File: config.mk
export PLATFORM = sky130hd
export DESIGN_NAME = twf_addr_seq
export DESIGN_NICKNAME = d
export VERILOG_FILES = /design/src/rtl/twf_pkg.sv /design/src/rtl/twf_base_cnt.sv /design/src/rtl/twf_addr_seq.sv
export SDC_FILE = /design/constraint.sdc
export NUM_CORES = 1
export LEC_CHECK = 0
export BUFFER_PORTS_ARGS = -buffer_cell sky130_fd_sc_hd__buf_2
export CORE_MARGIN = 1.5
export CORE_UTILIZATION = 50
export CTS_CLUSTER_DIAMETER = 30
export DETAILED_ROUTE_END_ITERATION = 16
export GPL_TIMING_DRIVEN = 0
export PLACE_DENSITY = 0.72
export SYNTH_ARGS = -nofsm -noshare
export SYNTH_HDL_FRONTEND = slang
export SYNTH_SLANG_ARGS = --single-unit
File: constraint.sdc
create_clock -name clk -period 1.9 [get_ports clk]
set_clock_uncertainty 0.15 [all_clocks]
set_input_delay 0 -clock clk [delete_from_list [all_inputs] [get_ports clk]]
set_output_delay 0 -clock clk [all_outputs]
set_load 0.1 [all_outputs]
File: src/rtl/twf_pkg.sv
`default_nettype none
// ============================================================================
//  Module      : twf_pkg
//  Description : Shared types and width helpers for the twiddle-factor
//                address sequencer (state enum, counter width functions).
//  Revision    : 1.0  initial release
// ============================================================================
package twf_pkg;

   // Sequencer states: waiting for a request, or emitting a burst
   typedef enum logic [0:0] {
      IDLE  = 1'b0,
      BURST = 1'b1
   } twf_state_e;

   // Width of the beat counter; never narrower than one bit
   function automatic int cnt_w(input int group_size);
      return (group_size <= 1) ? 1 : $clog2(group_size);
   endfunction

   // Width of the group counter; never narrower than one bit
   function automatic int grp_w(input int num_groups);
      return (num_groups <= 1) ? 1 : $clog2(num_groups);
   endfunction

endpackage : twf_pkg
`default_nettype wire

File: src/rtl/twf_base_cnt.sv
`default_nettype none
// ============================================================================
//  Module      : twf_base_cnt
//  Description : Group base / group index tracker for the twiddle address
//                sequencer. Advances by OFFSET per completed burst, wraps to
//                zero after NUM_GROUPS groups and pulses o_frame_done.
//  Revision    : 1.0  initial release
// ============================================================================
module twf_base_cnt
   import twf_pkg::*;
#(
   parameter int ADDR_W     = 9,
   parameter int OFFSET     = 128,
   parameter int NUM_GROUPS = 4
) (
   input  logic              clk,
   input  logic              rst,
   input  logic              i_adv,
   input  logic              i_clr,
   output logic [ADDR_W-1:0] o_base,
   output logic [ADDR_W-1:0] o_base_nxt,
   output logic              o_frame_done
);

   localparam int                 c_grp_w    = grp_w(NUM_GROUPS);
   localparam logic [ADDR_W-1:0]  c_offset   = ADDR_W'(OFFSET);
   localparam logic [c_grp_w-1:0] c_grp_last = c_grp_w'(NUM_GROUPS - 1);

   logic [ADDR_W-1:0]  r_base;
   logic [c_grp_w-1:0] r_grp;
   logic               r_frame_done;
   logic               w_grp_last;

   assign w_grp_last   = (r_grp == c_grp_last);
   // Base the next burst will use once the current one completes
   assign o_base_nxt   = w_grp_last ? '0 : (r_base + c_offset);
   assign o_base       = r_base;
   assign o_frame_done = r_frame_done;

   // Step base/group on each completed burst; frame pulse on group wrap
   always_ff @(posedge clk) begin
      if (rst || i_clr) begin
         r_base       <= '0;
         r_grp        <= '0;
         r_frame_done <= 1'b0;
      end else if (i_adv) begin
         r_base       <= o_base_nxt;
         r_grp        <= w_grp_last ? '0 : (r_grp + c_grp_w'(1));
         r_frame_done <= w_grp_last;
      end else begin
         r_frame_done <= 1'b0;
      end
   end

endmodule : twf_base_cnt
`default_nettype wire

File: src/rtl/twf_addr_seq.sv
`default_nettype none
// ============================================================================
//  Module      : twf_addr_seq
//  Description : Twiddle-factor ROM address sequencer for the FFT butterfly
//                multiply stage. One burst of GROUP_SIZE addresses per
//                request, with stall, one-deep request queue, back-to-back
//                bursts, frame tracking, clear and overflow flag.
//                Optional macro TWF_IFFT_EN adds inv/twf_conj ports that
//                carry a per-burst conjugate flag alongside the beats.
//  Revision    : 1.0  initial release
// ============================================================================
module twf_addr_seq
   import twf_pkg::*;
#(
   parameter int ADDR_W     = 9,
   parameter int GROUP_SIZE = 4,
   parameter int DATA_NUM   = 16,
   parameter int OFFSET     = 128,
   parameter int NUM_GROUPS = 4
) (
   input  logic              clk,
   input  logic              rst,
   input  logic              bf_en,
   input  logic              hold,
   input  logic              clear,
   output logic [ADDR_W-1:0] addr,
   output logic              mul_en,
   output logic              alert_CBFP,
   output logic              busy,
   output logic              frame_done,
   output logic              err_ovf
`ifdef TWF_IFFT_EN
   ,
   input  logic              inv,
   output logic              twf_conj
`endif
);

   localparam int                 c_cnt_w    = cnt_w(GROUP_SIZE);
   localparam logic [c_cnt_w-1:0] c_cnt_last = c_cnt_w'(GROUP_SIZE - 1);
   localparam logic [ADDR_W-1:0]  c_stride   = ADDR_W'(DATA_NUM);

   twf_state_e          r_state, w_state_nxt;
   logic [c_cnt_w-1:0]  r_cnt, w_cnt_nxt;
   logic [ADDR_W-1:0]   r_addr, w_addr_nxt;
   logic                r_first, w_first_nxt;
   logic                r_pend, w_pend_nxt;
   logic                r_mul_en, w_mul_en_nxt;
   logic                r_alert, w_alert_nxt;
   logic                r_busy, w_busy_nxt;
   logic                r_err_ovf, w_err_ovf_nxt;

   logic [ADDR_W-1:0]   w_base, w_base_nxt;
   logic                w_last, w_start, w_adv;

   // Final beat of the burst is being delivered this cycle
   assign w_last  = (r_state == BURST) && r_mul_en && (r_cnt == c_cnt_last);
   // A burst begins at the next edge (fresh request or chained request)
   assign w_start = !clear && (((r_state == IDLE) && bf_en) ||
                               (w_last && (r_pend || bf_en)));
   assign w_adv   = w_last && !clear;

   twf_base_cnt #(
      .ADDR_W     (ADDR_W),
      .OFFSET     (OFFSET),
      .NUM_GROUPS (NUM_GROUPS)
   ) u_base_cnt (
      .clk          (clk),
      .rst          (rst),
      .i_adv        (w_adv),
      .i_clr        (clear),
      .o_base       (w_base),
      .o_base_nxt   (w_base_nxt),
      .o_frame_done (frame_done)
   );

   // Next-state and next-output decode; beats are gated by hold one cycle late
   always_comb begin
      w_state_nxt   = r_state;
      w_cnt_nxt     = r_cnt;
      w_addr_nxt    = r_addr;
      w_first_nxt   = r_first;
      w_pend_nxt    = r_pend;
      w_mul_en_nxt  = 1'b0;
      w_alert_nxt   = 1'b0;
      w_err_ovf_nxt = r_err_ovf;

      if (clear) begin
         w_state_nxt   = IDLE;
         w_cnt_nxt     = '0;
         w_addr_nxt    = '0;
         w_first_nxt   = 1'b0;
         w_pend_nxt    = 1'b0;
         w_err_ovf_nxt = 1'b0;
      end else if (w_start) begin
         // From IDLE the current base is used; when chaining, the base has
         // just advanced so the look-ahead value is the right one.
         w_state_nxt  = BURST;
         w_cnt_nxt    = '0;
         w_addr_nxt   = (r_state == IDLE) ? w_base : w_base_nxt;
         w_first_nxt  = 1'b1;
         w_pend_nxt   = 1'b0;
         w_mul_en_nxt = ~hold;
         w_alert_nxt  = ~hold;
      end else if (w_last) begin
         w_state_nxt  = IDLE;
         w_cnt_nxt    = '0;
         w_addr_nxt   = w_base_nxt;
         w_first_nxt  = 1'b0;
      end else if (r_state == BURST) begin
         if (r_mul_en) begin
            w_cnt_nxt    = r_cnt + c_cnt_w'(1);
            w_addr_nxt   = r_addr + c_stride;
            w_first_nxt  = 1'b0;
            w_mul_en_nxt = ~hold;
         end else begin
            w_mul_en_nxt = ~hold;
            w_alert_nxt  = ~hold & r_first;
         end
         if (bf_en) begin
            if (r_pend) begin
               w_err_ovf_nxt = 1'b1;
            end else begin
               w_pend_nxt = 1'b1;
            end
         end
      end

      w_busy_nxt = (w_state_nxt == BURST) || w_pend_nxt;
   end

   // State and output registers
   always_ff @(posedge clk) begin
      if (rst) begin
         r_state   <= IDLE;
         r_cnt     <= '0;
         r_addr    <= '0;
         r_first   <= 1'b0;
         r_pend    <= 1'b0;
         r_mul_en  <= 1'b0;
         r_alert   <= 1'b0;
         r_busy    <= 1'b0;
         r_err_ovf <= 1'b0;
      end else begin
         r_state   <= w_state_nxt;
         r_cnt     <= w_cnt_nxt;
         r_addr    <= w_addr_nxt;
         r_first   <= w_first_nxt;
         r_pend    <= w_pend_nxt;
         r_mul_en  <= w_mul_en_nxt;
         r_alert   <= w_alert_nxt;
         r_busy    <= w_busy_nxt;
         r_err_ovf <= w_err_ovf_nxt;
      end
   end

   assign addr       = r_addr;
   assign mul_en     = r_mul_en;
   assign alert_CBFP = r_alert;
   assign busy       = r_busy;
   assign err_ovf    = r_err_ovf;

`ifdef TWF_IFFT_EN
   logic r_inv;
   logic r_twf_conj;

   // Capture inv at burst start and present it for the life of that burst
   always_ff @(posedge clk) begin
      if (rst) begin
         r_inv      <= 1'b0;
         r_twf_conj <= 1'b0;
      end else begin
         if (w_start) begin
            r_inv <= inv;
         end
         r_twf_conj <= (w_state_nxt == BURST) && (w_start ? inv : r_inv);
      end
   end

   assign twf_conj = r_twf_conj;
`endif

endmodule : twf_addr_seq
`default_nettype wire

==> results.cfg, run 1 <==
[finish]
multi_input_area_um2 = 602
final_area_mm2 = 0.00149
nNetsFinal = 167
fillers = 186
final_cell_mix = dfxtp_1 (25), buf_2 (21), a21oi_1 (11)
area_growth_pct = 20.5
seq_area_um2 = 612
layout_commonest_cell = dfxtp_1
drive_gt1_share_pct = 25.0
fin_cells = 188
antenna_cells = 0

[synthesis]
syn_area_per_cell_um2 = 9.54
ys_ff_latch = 30
synthCells = 130
synth_cell_types = 40
syn-cell-area_mm2 = 0.00124
yosys_warnings = 0
synth_fp_nets = 138
ys_seq_area_share_pct = 48.4

[power_and_ir_drop]
p_per_area_mw_per_mm2 = 827
p_leak_nw = 0.635
seqPwrFrac_pct = 51.8
peakVddDrop_mv = 0.687
design_power_total_mw = 1.24
comb_power_share_pct = 8.6
intPower_mw = 0.936
clkPwrFrac_pct = 39.6
switching_share_pct = 24.3
p_switching_mw = 0.300

[global_route]
grt.total_usage_pct = 22.2
grt_start_max_net_pins = 11
grt_pass1_vias = 949
grt-ovfl-total = 0
grt_pass1_wl_mm = 4.30
antenna_found_initial = 0

[die]
die_h_um = 52.8
core_area_mm2 = 0.00228
die_x_um = 52.8
die-area_mm2 = 0.00279
std_cell_rows = 17
start_util_pct = 54.5
pin_count = 19

[setup_path]
worstPathRequired_ns = 2.00
r2r_start = u_base_cnt.r_grp[0]
crit_end = addr[8]
crit_arrival_ns = 1.85
r2r_end = addr[8]
r2r_cells = 5
start_kind = flop
r2r_setup_slack_ns = 0.15
startpoint = u_base_cnt.r_grp[0]
crit_type = flop to flop
path_max_fanout = 9
end_kind = flop

[clock_tree]
htree_levels = 2
cts_buffers = 5
cts_max_path_buffers = 2
tritoncts = yes
clkTransAtPathRegs_ns = 0.10
post-cts-setup-buffers = 0
clkSinkCount = 30
cts-root-buf = clkbuf_4
clkLatencyLatePin_ns = 0.33

[route]
drc_errors = 0
drt_wl_total_mm = 2.46
vias_per_cell = 5.52
wire_per_inst_um = 13.1
first_iter_violations = 23
ant_nets = 0
dr.pass1.iters = 4
vias = 1038

[sta]
tightest_slew_ns = 0.485
setup_tns_ns = 0
min_period_over_period_pct = 92.2
whs_ns = 0.223
maxSlewViolCount = 0
rsz0062_at_grt = false
finalHoldViolations = 0
fmaxAchievable_ghz = 0.571
max_slew_margin_pct = 67.6
finalSetupViolCount = 0
min_period_ns = 1.75

[job]
drv_cap = 0

[run_status]
status = finished, final reports clean

[placed_design]
hpwl_mm = 1.73
dp_cells = 176
placed_area_mm2 = 0.00138
numPortBuffers = 18
gp_congestion = 0.837

[min_path]
holdPathStages = 3
hp-class = input pin to flop
-- timing repair --
item                      4_1_cts  5_1_grt
hold endpoints to repair        8        0
hold buffers                    4        0
resized for setup               0        0
-- through the flow --
step / utilization, % / setup slack (ns)
final: 65.6 / 0.149
after global routing: 65.6 / 0.0201
after CTS: 65.6 / 0.146
after detailed placement: 60.5 / 0.154
after global placement: 60.5 / 0.185
after floorplan: - / 0.0830
-- synth_stat cells, drive strengths merged --
| library cell | n | area [um^2] |
|---|---|---|
| ha | 3 | 37.5 |
| dfxtp | 30 | 601 |
| a32o | 4 | 40.0 |
| buf | 4 | 22.5 |
| or3b | 1 | 8.76 |
| a211oi | 2 | 15.0 |
| nor3 | 7 | 40.0 |
| a22oi | 1 | 7.51 |
| clkbuf | 4 | 15.0 |
| nand3 | 5 | 25.0 |
| o21a | 1 | 7.51 |
| nand3b | 2 | 15.0 |
| and2 | 1 | 6.26 |
| a21oi | 11 | 55.1 |
| o221ai | 1 | 8.76 |
| xor2 | 1 | 8.76 |
| xnor2 | 3 | 26.3 |
| and3 | 8 | 50.1 |
| nor4b | 1 | 8.76 |
| o21bai | 1 | 7.51 |
| or3 | 1 | 6.26 |
| a41oi | 1 | 8.76 |
| or2 | 1 | 6.26 |
| nand2 | 8 | 32.5 |
| o41ai | 1 | 16.3 |
| a211o | 1 | 8.76 |
| o21ai | 6 | 33.8 |
| and2b | 1 | 7.51 |
| nor2 | 9 | 33.8 |
| o211a | 1 | 10.0 |
| nand2b | 1 | 6.26 |
| nand4b | 1 | 8.76 |
| a21boi | 1 | 7.51 |
| nor3b | 2 | 15.0 |
| mux2i | 2 | 20.0 |
| a31oi | 2 | 12.5 |
-- worst min path at each step --
stage	start	to	slack, ns
after floorplan	hold	mul_en	-0.08
after global placement	hold	mul_en	0.03
after detailed placement	hold	mul_en	0.03
after CTS	hold	mul_en	0.21
after global routing	rst	u_base_cnt.o_frame_done	0.23
final	rst	u_base_cnt.o_frame_done	0.22
-- layer usage --
metal	vias to the layer above	GRT usage, %	wire length [um]
met5	-	0	0
met3	8	8.00	130
met1	468	28.3	1180
met4	0	11.5	54
li1	537	-	-
met2	25	32.7	1090
-- registers in the layout, summed over array words and instances, names as in the netlist --
signal	flops
addr	9
alert_CBFP	1
busy	1
err_ovf	1
mul_en	1
r_cnt	2
r_first	1
r_pend	1
r_state	1
u_base_cnt.o_base	9
u_base_cnt.o_frame_done	1
u_base_cnt.r_grp	2
-- cell type report --
| class | instances | area share [%] |
|---|---|---|
| multi-input combinational | 92 | 40.3 |
| sequential | 30 | 41.0 |
| clock inverter | 3 | 2.68 |
| timing repair buffer | 22 | 8.71 |
| clock buffer | 5 | 2.51 |
| buffer | 8 | 2.51 |
| tap | 28 | 2.35 |
-- power by group through the flow --
stage / clock, mW / combinational [mW] / sequential, mW
2_1_floorplan: 0 / 0.0429 / 0.688
3_3_place_gp: 0 / 0.0992 / 0.654
3_5_place_dp: 0 / 0.100 / 0.655
4_1_cts: 0.504 / 0.107 / 0.640
5_1_grt: 0.535 / 0.116 / 0.642
6_report: 0.490 / 0.106 / 0.640
-- worst max-delay path, stage by stage (launching register included) --
cell	delay [ns]
dfxtp_1	0.34
ha_1	0.19
clkbuf_1	0.20
or3_1	0.40
o211a_1	0.14
o41ai_2	0.25
-- logic make-up (layout without fill, tap and decap cells) --
logic type,Yosys count,in the layout,synth area share (%)
compound gates,34,34,19.3
xor+xnor,4,4,2.83
fa+ha+maj,3,3,3.03
buf+inv,8,38,3.03
flops,30,30,48.4
mux,2,2,1.61
simple gates,49,49,21.8
Note: power is estimated with default switching activity, not from simulation.
==> run 2, diff against run 1 <==
- MAX_ROUTING_LAYER: unset -> met4
- clock period: 1.9 -> 1.65 ns (I/O delays scaled with it)
==> run 2 against run 1 <==
Net effect:
- global-route usage rose by 0.42 points
- core utilization rose by 4.4 points
- die area stayed put
- hold slack better by 0.011 ns
- critical endpoint unchanged
- largest power group unchanged
- total power up 2.9%
- critical path type unchanged
- via count increased by 4.5%
- sequential share of layout area is 1.9 points lower
==> results.cfg, run 2 (synthesized netlist as in run 1, its figures left out) <==
[setup_path]
cp_num_buf_inv = 0
crit_arrival_ns = 1.66
r2r_cells = 5
cpMaxStageDelayCell = a211o_1
path_max_fanout = 6
r2r_setup_slack_ns = 0.06
slowest_delay_ns = 0.39
crit_type = flop to flop
r2r_end = addr[8]
end_kind = flop
r2r_start = r_cnt[1]
path_cells = ha_4 -> nand2_1 -> a211o_1 -> a211oi_2 -> o41ai_2
cp_top_family = compound AO/OA/AOI/OAI gates
worstPathRequired_ns = 1.72
start_kind = flop

[finish]
nNetsFinal = 170
area_growth_pct = 28.6
final_cell_mix = dfxtp_1 (22), buf_2 (20), a21oi_1 (11)
fillers = 172
seq_area_um2 = 623
drive_gt1_share_pct = 35.0
fin_cells = 191
antenna_cells = 0
layout_commonest_cell = dfxtp_1
multi_input_area_um2 = 681

[global_route]
antenna_found_initial = 0
grt.total_usage_pct = 22.7
grt_start_max_net_pins = 11
grt_pass1_wl_mm = 4.27
grt-ovfl-total = 0
grt_pass1_vias = 942

[placed_design]
gp_congestion = 0.856
dp_cells = 176
numPortBuffers = 18
hpwl_mm = 1.80

[min_path]
holdPathStages = 3
hp-class = input pin to flop
hold_start = hold
hold_end = mul_en

[route]
drc_errors = 0
dr.pass1.iters = 4
first_iter_violations = 37
vias = 1085
ant_nets = 0
wire_per_inst_um = 14.5
drt_wl_total_mm = 2.77
vias_per_cell = 5.68

[die]
die_h_um = 52.8
std_cell_rows = 17
core_area_mm2 = 0.00228
start_util_pct = 54.5
die-area_mm2 = 0.00279
pin_count = 19
die_x_um = 52.8

[sta]
rsz0062_at_grt = false
min_period_ns = 1.59
min_period_over_period_pct = 96.2
fmaxAchievable_ghz = 0.630
max_slew_margin_pct = 67.7
finalHoldViolations = 0
tightest_slew_ns = 0.488
whs_ns = 0.234
finalSetupViolCount = 0
maxSlewViolCount = 0

[power_and_ir_drop]
peakVddDrop_mv = 0.591
p_leak_nw = 0.639
p_per_area_mw_per_mm2 = 798

[clock_tree]
clkTransAtPathRegs_ns = 0.09
cts_max_path_buffers = 2
cts_buffers = 5
clkSinkCount = 30
cts-root-buf = clkbuf_4
htree_levels = 2
clkLatencyLatePin_ns = 0.34
tritoncts = yes

[run_status]
status = finished, final reports clean

[job]
drv_cap = 0
[run 2: changes by cell type in the layout (fill, tap and decap cells not counted), moves of 2 or more]
cell / previous run / this run
ha_4: 0 / 2
buf_6: 0 / 2
nand3_2: 0 / 2
nand3_1: 5 / 3
ha_1: 3 / 0
buf_4: 1 / 4
dfxtp_4: 2 / 5
nor3b_2: 0 / 2
nor3b_1: 2 / 0
dfxtp_1: 25 / 22
[run 2: layer usage]
layer / wire (um) / GRT usage, % / part of all wire (%)
met5: 0 / - / 0
met1: 1310 / 27.5 / 47
met3: 132 / 6.29 / 4.8
met4: 59 / 15.4 / 2.1
met2: 1260 / 32.5 / 46
[run 2: worst max-delay path by stage]
stage	startpoint	end	slack, ns	depth (start not counted)
floorplan	addr[4]	addr[8]	0.04	5
global placement	u_base_cnt.r_grp[0]	addr[8]	-0.03	6
detailed placement	u_base_cnt.r_grp[0]	addr[8]	-0.07	6
CTS	r_cnt[0]	addr[8]	-0.05	5
global route	u_base_cnt.r_grp[0]	addr[8]	0.001	5
finish	r_cnt[1]	addr[8]	0.06	5
[run 2: final cells by class]
| class | count | share of cell area (%) |
|---|---|---|
| Timing Repair Buffer | 26 | 9.89 |
| Clock inverter | 2 | 0.549 |
| Clock buffer | 6 | 2.59 |
| Sequential cell | 30 | 39.1 |
| Tap cell | 28 | 2.20 |
| Multi-Input combinational cell | 92 | 42.7 |
| Buffer | 7 | 2.98 |
[run 2: what timing repair did]
item	CTS	global route
resized for setup	3	18
hold endpoints to repair	8	0
hold buffers	4	0
buffers inserted	0	3
cloned	0	1
endpoints found under the setup margin	17	19
pin swaps	0	9
[run 2: worst register-to-register path: stages, from the launching register on]
cell	delay [ns]
dfxtp_1	0.38
ha_4	0.17
nand2_1	0.06
a211o_1	0.39
a211oi_2	0.22
o41ai_2	0.10
[run 2: stage by stage]
stage	worst slack [ns]	setup TNS, ns	total power, mW	cell area (um^2)	util (%)
finish	0.0627	0	1.27	1590	70.0
global route	0.00104	0	1.33	1590	70.0
CTS	-0.0477	-0.0477	1.27	1510	66.1
detailed placement	-0.0676	-0.155	0.867	1400	61.6
global placement	-0.0305	-0.0338	0.866	1400	61.6
floorplan	0.0418	0	0.838	1280	-
[run 2: power by group]
group          total, mW  switching, mW  internal [mW]
Clock              0.402          0.243          0.159
Sequential         0.735        0.00980          0.726
Combinational      0.135         0.0928         0.0421
Total               1.27          0.345          0.927
==> run 3, diff against run 2 <==
--- a/constraint.sdc
+++ b/constraint.sdc
@@ -3,3 +3,3 @@
 set_input_delay 0 -clock clk [delete_from_list [all_inputs] [get_ports clk]]
 set_output_delay 0 -clock clk [all_outputs]
-set_load 0.1 [all_outputs]
+set_load 0.005 [all_outputs]
==> run 3 against run 2 <==
Net effect:
- via count down 1.5%
- core utilization down 2.9 points
- flip-flop and latch count unchanged
- combinational power down 34%
- hold slack worse by 0.0054 ns
- sequential power up 0.5%
- register-to-register slack about the same
- design area down 4.2%
- routed wire length down 6.7%
==> results.cfg, run 3 (synthesized netlist as in run 1, its figures left out) <==
[setup_path]
start_kind = flop
path_cells = ha_4 -> nand2_1 -> a211o_1 -> o211a_1 -> o41ai_2
slowest_delay_ns = 0.39
crit_arrival_ns = 1.68
path_max_fanout = 6
cpMaxStageDelayCell = a211o_1
cp_top_family = compound AO/OA/AOI/OAI gates
crit_type = flop to flop
cp_num_buf_inv = 0
worstPathRequired_ns = 1.74
end_kind = flop

[clock_tree]
tritoncts = yes
cts_max_path_buffers = 2
cts_buffers = 5
cts-root-buf = clkbuf_4
clkTransAtPathRegs_ns = 0.08
clkLatencyLatePin_ns = 0.32
htree_levels = 2
clkSinkCount = 30

[placed_design]
hpwl_mm = 1.79
gp_congestion = 0.855
place_ws_ns = -0.122
numPortBuffers = 18

[sta]
layout_setup_ws_ns = 0.0520
tightest_slew_ns = 0.488
min_period_ns = 1.60
maxSlewViolCount = 0
finalSetupViolCount = 0
setup_tns_ns = 0
min_period_over_period_pct = 96.8
finalHoldViolations = 0
max_slew_margin_pct = 67.4
whs_ns = 0.229
fmaxAchievable_ghz = 0.626

[global_route]
grt_pass1_wl_mm = 4.19
grt.total_usage_pct = 22.5
antenna_found_initial = 0
grt-ovfl-total = 0
grt_start_max_net_pins = 11
grt_pass1_vias = 948

[finish]
nNetsFinal = 169
layout_commonest_cell = dfxtp_1
fillers = 174
seq_area_um2 = 606
final_cell_mix = dfxtp_1 (26), buf_2 (20), a21oi_1 (11)
drive_gt1_share_pct = 27.3
area_growth_pct = 23.2
multi_input_area_um2 = 648
antenna_cells = 0

[route]
vias_per_cell = 5.66
ant_nets = 0
drt_wl_total_mm = 2.58
drc_errors = 0
wire_per_inst_um = 13.7
dr.pass1.iters = 6
first_iter_violations = 16
vias = 1069

[die]
die_h_um = 52.8
start_util_pct = 54.5
core_area_mm2 = 0.00228
die-area_mm2 = 0.00279
pin_count = 19
die_x_um = 52.8
std_cell_rows = 17

[power_and_ir_drop]
p_leak_nw = 0.622
design_power_total_mw = 1.21
peakVddDrop_mv = 0.711
p_per_area_mw_per_mm2 = 793

[job]
drv_cap = 0

[min_path]
hp-class = input pin to flop

[run_status]
status = finished, final reports clean
-- run 3: cell count changes in the layout (fill, tap and decap cells not counted), sizes merged --
cell	before	now
clkinv	2	0
clkbuf	9	10
buf	26	25
-- run 3: layout make-up --
type	count	share of cell area, %
Buffer	7	2.70
Multi-Input combinational cell	92	42.4
Timing Repair Buffer	25	9.99
Sequential cell	30	39.6
Clock buffer	7	2.95
Tap cell	28	2.29
-- run 3: final timing paths --
path              endpoint  slack [ns]  cells past startpoint  startpoint
setup / recovery   addr[8]        0.05                      5    r_cnt[0]
hold / removal      mul_en        0.23                      3        hold
setup reg to reg   addr[8]        0.05                      5    r_cnt[0]
hold reg to reg    r_first        0.31                      2     r_first
-- run 3: through the flow --
stage	utilization, %	area [um^2]	instances
floorplan	-	1240	130
global placement	60.0	1370	176
detailed placement	60.0	1370	176
CTS	64.7	1470	187
global route	67.1	1530	189
finish	67.1	1530	189
-- run 3: worst min-delay path, stage by stage --
cell and delay (ns):
dlygate4sd3_1 0.52, buf_2 0.11, nor3_1 0.04
-- run 3: repair_timing --
| item | 4_1_cts | 5_1_grt |
|---|---|---|
| hold endpoints to repair | 8 | 0 |
| hold buffers | 4 | 0 |
| gates resized for setup | 4 | 12 |
| buffers inserted | 1 | 2 |
| pin swaps | 0 | 3 |
| setup endpoints to repair | 16 | 20 |
-- run 3: power breakdown --
part | internal [mW] | total [mW] | switching (mW) | leakage [nW]
clock network | 0.160 | 0.384 | 0.224 | 0.0254
registers | 0.731 | 0.739 | 0.00772 | 0.244
logic | 0.0366 | 0.0885 | 0.0518 | 0.353
-- run 3: layer usage --
metal,part of all wire (%),track usage (%),vias up
met5,0,-,-
met3,4.5,8.57,5
met1,47,28.7,502
met2,46,30.4,20
met4,2.1,12.4,0
li1,-,-,542
